--- config.mk ---
export PLATFORM = sky130hd
export DESIGN_NAME = pakin_gen
export DESIGN_NICKNAME = d
export VERILOG_FILES = /design/src/rtl/pakin_gen.sv
export SDC_FILE = /design/constraint.sdc
export NUM_CORES = 1
export LEC_CHECK = 0
export BUFFER_PORTS_ARGS = -buffer_cell sky130_fd_sc_hd__buf_4
export CAP_MARGIN = 20
export CORE_ASPECT_RATIO = 0.75
export CORE_MARGIN = 2
export CORE_UTILIZATION = 56
export CTS_BUF_LIST = sky130_fd_sc_hd__clkbuf_16
export CTS_CLUSTER_DIAMETER = 150
export DETAILED_ROUTE_END_ITERATION = 8
export PLACE_DENSITY = 0.83
export SLEW_MARGIN = 10
export SYNTH_ARGS = -nofsm -noshare
export SYNTH_HDL_FRONTEND = slang
export SYNTH_SLANG_ARGS = --single-unit
--- constraint.sdc ---
create_clock -name i_clk -period 2.41 [get_ports i_clk]
set_input_delay 0 -clock i_clk [delete_from_list [all_inputs] [get_ports i_clk]]
set_output_delay 0 -clock i_clk [all_outputs]
set_load 0.02 [all_outputs]
--- src/rtl/pakin_gen.sv ---
// Packet source for a 4-phase req/ack link: sweeps addresses MIN_ADDR..MAX_ADDR with incrementing data and XOR redundancy.
// Optional build macro NS_PAKIN_ERR_INJECT_EN corrupts red[0] on every packet loaded with sent_cnt[2:0]==3'b111.

`ifndef NS_PACKET_SIZE
`define NS_PACKET_SIZE 16
`endif
`ifndef NS_ADDRESS_SIZE
`define NS_ADDRESS_SIZE 4
`endif
`ifndef NS_DATA_SIZE
`define NS_DATA_SIZE 8
`endif
`ifndef NS_REDUN_SIZE
`define NS_REDUN_SIZE 4
`endif

module pakin_gen #(
  parameter int unsigned PSZ      = `NS_PACKET_SIZE,
  parameter int unsigned ASZ      = `NS_ADDRESS_SIZE,
  parameter int unsigned DSZ      = `NS_DATA_SIZE,
  parameter int unsigned RSZ      = `NS_REDUN_SIZE,
  parameter int unsigned MIN_ADDR = 1,
  parameter int unsigned MAX_ADDR = 14
) (
  input  logic           i_clk,
  input  logic           reset,
  input  logic           src_en,
  output logic           ready,
  output logic           o0_req,
  input  logic           o0_ack,
  output logic [PSZ-1:0] o0_data,
  input  logic [7:0]     dbg_case,
  input  logic           dbg_doit,
  output logic [3:0]     dbg_leds,
  output logic [3:0]     dbg_disp0,
  output logic [3:0]     dbg_disp1
);

  localparam int unsigned SCW = 16;

  typedef enum logic [2:0] {
    RST        = 3'd0,
    IDLE       = 3'd1,
    SET        = 3'd2,
    WAIT_ACK   = 3'd3,
    WAIT_NOACK = 3'd4
  } state_t;

  state_t         state;
  logic [ASZ-1:0] addr_cnt;
  logic [DSZ-1:0] data_cnt;
  logic [SCW-1:0] sent_cnt;
  logic [RSZ-1:0] red_c;

  // Redundancy field for the packet about to be loaded
  always_comb begin
    red_c = addr_cnt[RSZ-1:0] ^ data_cnt[RSZ-1:0];
`ifdef NS_PAKIN_ERR_INJECT_EN
    if (sent_cnt[2:0] == 3'b111) red_c[0] = ~red_c[0];
`endif
  end

  always_ff @(posedge i_clk) begin
    if (reset) begin
      state     <= RST;
      ready     <= 1'b0;
      o0_req    <= 1'b0;
      o0_data   <= '0;
      addr_cnt  <= ASZ'(MIN_ADDR);
      data_cnt  <= '0;
      sent_cnt  <= '0;
      dbg_leds  <= '0;
      dbg_disp0 <= '0;
      dbg_disp1 <= '0;
    end else begin
      case (state)
        RST: begin
          ready <= 1'b1;
          state <= IDLE;
        end
        IDLE: begin
          // ack still high means the peer has not finished the previous cycle
          if (src_en && !o0_ack) begin
            o0_data <= {addr_cnt, data_cnt, red_c};
            state   <= SET;
          end
        end
        SET: begin
          o0_req <= 1'b1;
          state  <= WAIT_ACK;
        end
        WAIT_ACK: begin
          if (o0_ack) begin
            o0_req   <= 1'b0;
            sent_cnt <= sent_cnt + SCW'(1);
            data_cnt <= data_cnt + DSZ'(1);
            addr_cnt <= (addr_cnt == ASZ'(MAX_ADDR)) ? ASZ'(MIN_ADDR) : addr_cnt + ASZ'(1);
            state    <= WAIT_NOACK;
          end
        end
        WAIT_NOACK: begin
          if (!o0_ack) state <= IDLE;
        end
        default: state <= RST;
      endcase

      if (dbg_doit) begin
        case (dbg_case)
          8'h00: begin
            dbg_leds  <= 4'(state);
            dbg_disp0 <= addr_cnt[3:0];
            dbg_disp1 <= data_cnt[3:0];
          end
          8'h01: begin
            dbg_leds  <= 4'd0;
            dbg_disp0 <= sent_cnt[7:4];
            dbg_disp1 <= sent_cnt[3:0];
          end
          8'h02: begin
            dbg_leds  <= {src_en, o0_ack, o0_req, ready};
            dbg_disp0 <= sent_cnt[15:12];
            dbg_disp1 <= sent_cnt[11:8];
          end
          default: begin
            dbg_leds  <= 4'd0;
            dbg_disp0 <= 4'd0;
            dbg_disp1 <= 4'd0;
          end
        endcase
      end
    end
  end

endmodule
==> run metrics <==
Max Clk Rate=560 MHz; gr usage total=0.243; Final Max Slew Viols=0; root buf cell=clkbuf_16; antenna violations before repair=0; DRC violations left=0; Worst-Margin Slew=0.820 ns; startpoint types=flip-flop; RSZ-0062 raised after global routing=false; Ys Warns=0; Longest Clk Path Bufs=2; Hold Path Class=primary input to flip-flop; Unique masters post-synth=36; Final min period=1.79 ns; die extent in y=63.5 um; global-route wire length before repair=10.0 mm; ys flop type=dfxtp_1; DR iter-0 viols=186; Setup TNS Final=0 ns; Period Utilization, post-route=0.741; row cnt=21; Crit Path Max Fanout=19; Vias/cell=5.76; 1st-pass router iterations=4; Final Hold Vio Count=0; core box area=0.00449 mm^2; CTS H-tree lvls=3; top cell type's share of synthesized area=0.461; most instantiated cells after synthesis=dfxtp_1, nand2_1, a21oi_1, nor2_1, o21ai_0; DR vias=2354; Max Cap Viol=0; Mean Syn Cell Area=8.43 um^2; area delta synth->final=24.0%; die area=0.00530 mm^2; Post-synth EDFFs=0; count leader, synth=dfxtp_1; Crit path required time=2.67 ns; Pwr Density=752 mW/mm^2; Final Skew=0.00522 ns; leading area contributor after synthesis=dfxtp_1; Routed wire per std cell=14.5 um; outcome=complete, no violations; clk_lat worst skew=0.33 ns; Routed WL=5.92 mm; Clock Sink Count=61; cells along the critical path=and4b_1, buf_4, nand4_1, or3_1, a21oi_1; Synth Instances=314; Num CTS Buffers=9; Setup WS pre-CTS=0.648 ns; gpl congestion=0.907; CTS tree=done; maximum vdd drop=551 uV; Yosys reg bits=61; Ports=43; PortBufs=42; largest net degree at the start of global routing=52; grt total ovfl=0; ys async rst share=0; Slew headroom=0.451; total power=2470 uW; Crit Path Class=flip-flop to flip-flop; final worst slack=0.623 ns; r2r setup slk=0.62 ns; DIE WIDTH=83.4 um; Synth Cell Area=0.00265 mm^2; layout cells sized above 1=0.173; fin nets=362; final setup fails=0; largest stage delay on the critical path=0.55 ns; WP data arrival=2.05 ns; slowest CP cell=dfxtp_1; Critical Path End Type=flip-flop; fill count=359; dominant cells by area after synthesis=dfxtp_1, nand2_1, a21oi_1, mux2i_1, xnor2_1; antenna cells=0; Synthesized Nets=329; Clk pin slew, worst setup/hold paths=0.05 ns; sequential area share after synthesis=0.461; vias in the first global route=2201; initial core utilization=0.589; leak pwr=0.00124 uW; Final HPWL DP=3.94 mm; final core utilization=0.730; Routed Antenna Nets=0
## metal layers
| layer | vias up | share of wire | global-route usage |
|---|---|---|---|
| met4 | 0 | 0.013 | 0.0963 |
| met1 | 1097 | 0.46 | 0.309 |
| met5 | - | 0 | 0 |
| li1 | 1163 | - | - |
| met2 | 84 | 0.45 | 0.369 |
| met3 | 10 | 0.079 | 0.0957 |
## cell usage in the layout (no fill, tap or decap), drive strengths merged, types with 2 or more instances in the layout
| master | count |
|---|---|
| a211oi | 5 |
| a21oi | 27 |
| a22o | 8 |
| and3 | 3 |
| buf | 44 |
| bufinv | 2 |
| clkbuf | 9 |
| clkinv | 2 |
| dfxtp | 61 |
| dlygate4sd3 | 2 |
| ha | 2 |
| inv | 2 |
| mux2i | 12 |
| nand2 | 56 |
| nand3 | 7 |
| nand4 | 9 |
| nand4b | 2 |
| nor2 | 27 |
| nor2b | 2 |
| nor3 | 4 |
| nor4 | 5 |
| o21ai | 19 |
| o31ai | 3 |
| or3 | 6 |
| or4 | 3 |
| xnor2 | 12 |
| xor2 | 9 |
## registers in the layout, indices dropped and copies added, names as in the netlist
name,count
dbg_leds,4
state,3
o0_req,1
o0_data,16
sent_cnt,16
data_cnt,8
addr_cnt,4
ready,1
dbg_disp1,4
dbg_disp0,4
## power breakdown
group / total, uW / internal, uW / switching [uW]
sequential: 1040 / 1020 / 16.5
combinational: 112 / 46.3 / 65.5
clock: 1320 / 888 / 430
total: 2470 / 1960 / 512
## worst max-delay path: cells and delay by family, from the launching register on
| kind | cells | cell delay, ns |
|---|---|---|
| flip-flops | 1 | 0.55 |
| AND/OR/NAND/NOR | 3 | 0.75 |
| buffers and inverters | 1 | 0.26 |
| AO/OA/AOI/OAI | 1 | 0.15 |
## stage by stage
| step | cells | hold slack (ns) | cell area, um^2 |
|---|---|---|---|
| 2_1_floorplan | 314 | 0.149 | 2650 |
| 3_3_place_gp | 391 | 0.296 | 2950 |
| 3_5_place_dp | 391 | 0.293 | 2950 |
| 4_1_cts | 409 | 0.0451 | 3280 |
| 5_1_grt | 409 | 0.0715 | 3280 |
| 6_report | 409 | 0.0546 | 3280 |
## cell families (layout without fill, tap and decap cells)
group	count (synthesis)	in the layout	synth area share
DFF	61	61	0.461
buffers and inverters	24	62	0.0378
adders and majority gates	2	2	0.00945
xor gates and xnor gates	21	21	0.0695
AOI/OAI and AO/OA	64	64	0.142
and+or+nand+nor	130	130	0.235
muxes	12	12	0.0454
## repair_timing
item                                   in CTS  in global routing
hold buffers                                2                  0
gates resized for setup                     0                  0
buffers inserted                            0                  0
endpoints found under the hold margin       2                  0
## worst paths after layout
| kind | startpoint | end | depth (start not counted) |
|---|---|---|---|
| setup / recovery | state[1] | sent_cnt[11] | 5 |
| hold / removal | dbg_case[1] | dbg_leds[3] | 3 |
| setup reg to reg | state[1] | sent_cnt[11] | 5 |
| hold reg to reg | dbg_leds[1] | dbg_leds[1] | 2 |
## cell type report
| type | instances | area (um^2) | share of cell area |
|---|---|---|---|
| Sequential cell | 61 | 1220 | 0.372 |
| Clock buffer | 9 | 225 | 0.0686 |
| Timing Repair Buffer | 46 | 350 | 0.107 |
| Clock inverter | 7 | 82.6 | 0.0252 |
| Tap cell | 57 | 71.3 | 0.0217 |
| Multi-Input combinational cell | 229 | 1330 | 0.406 |
(Power assumes the default switching activity.)
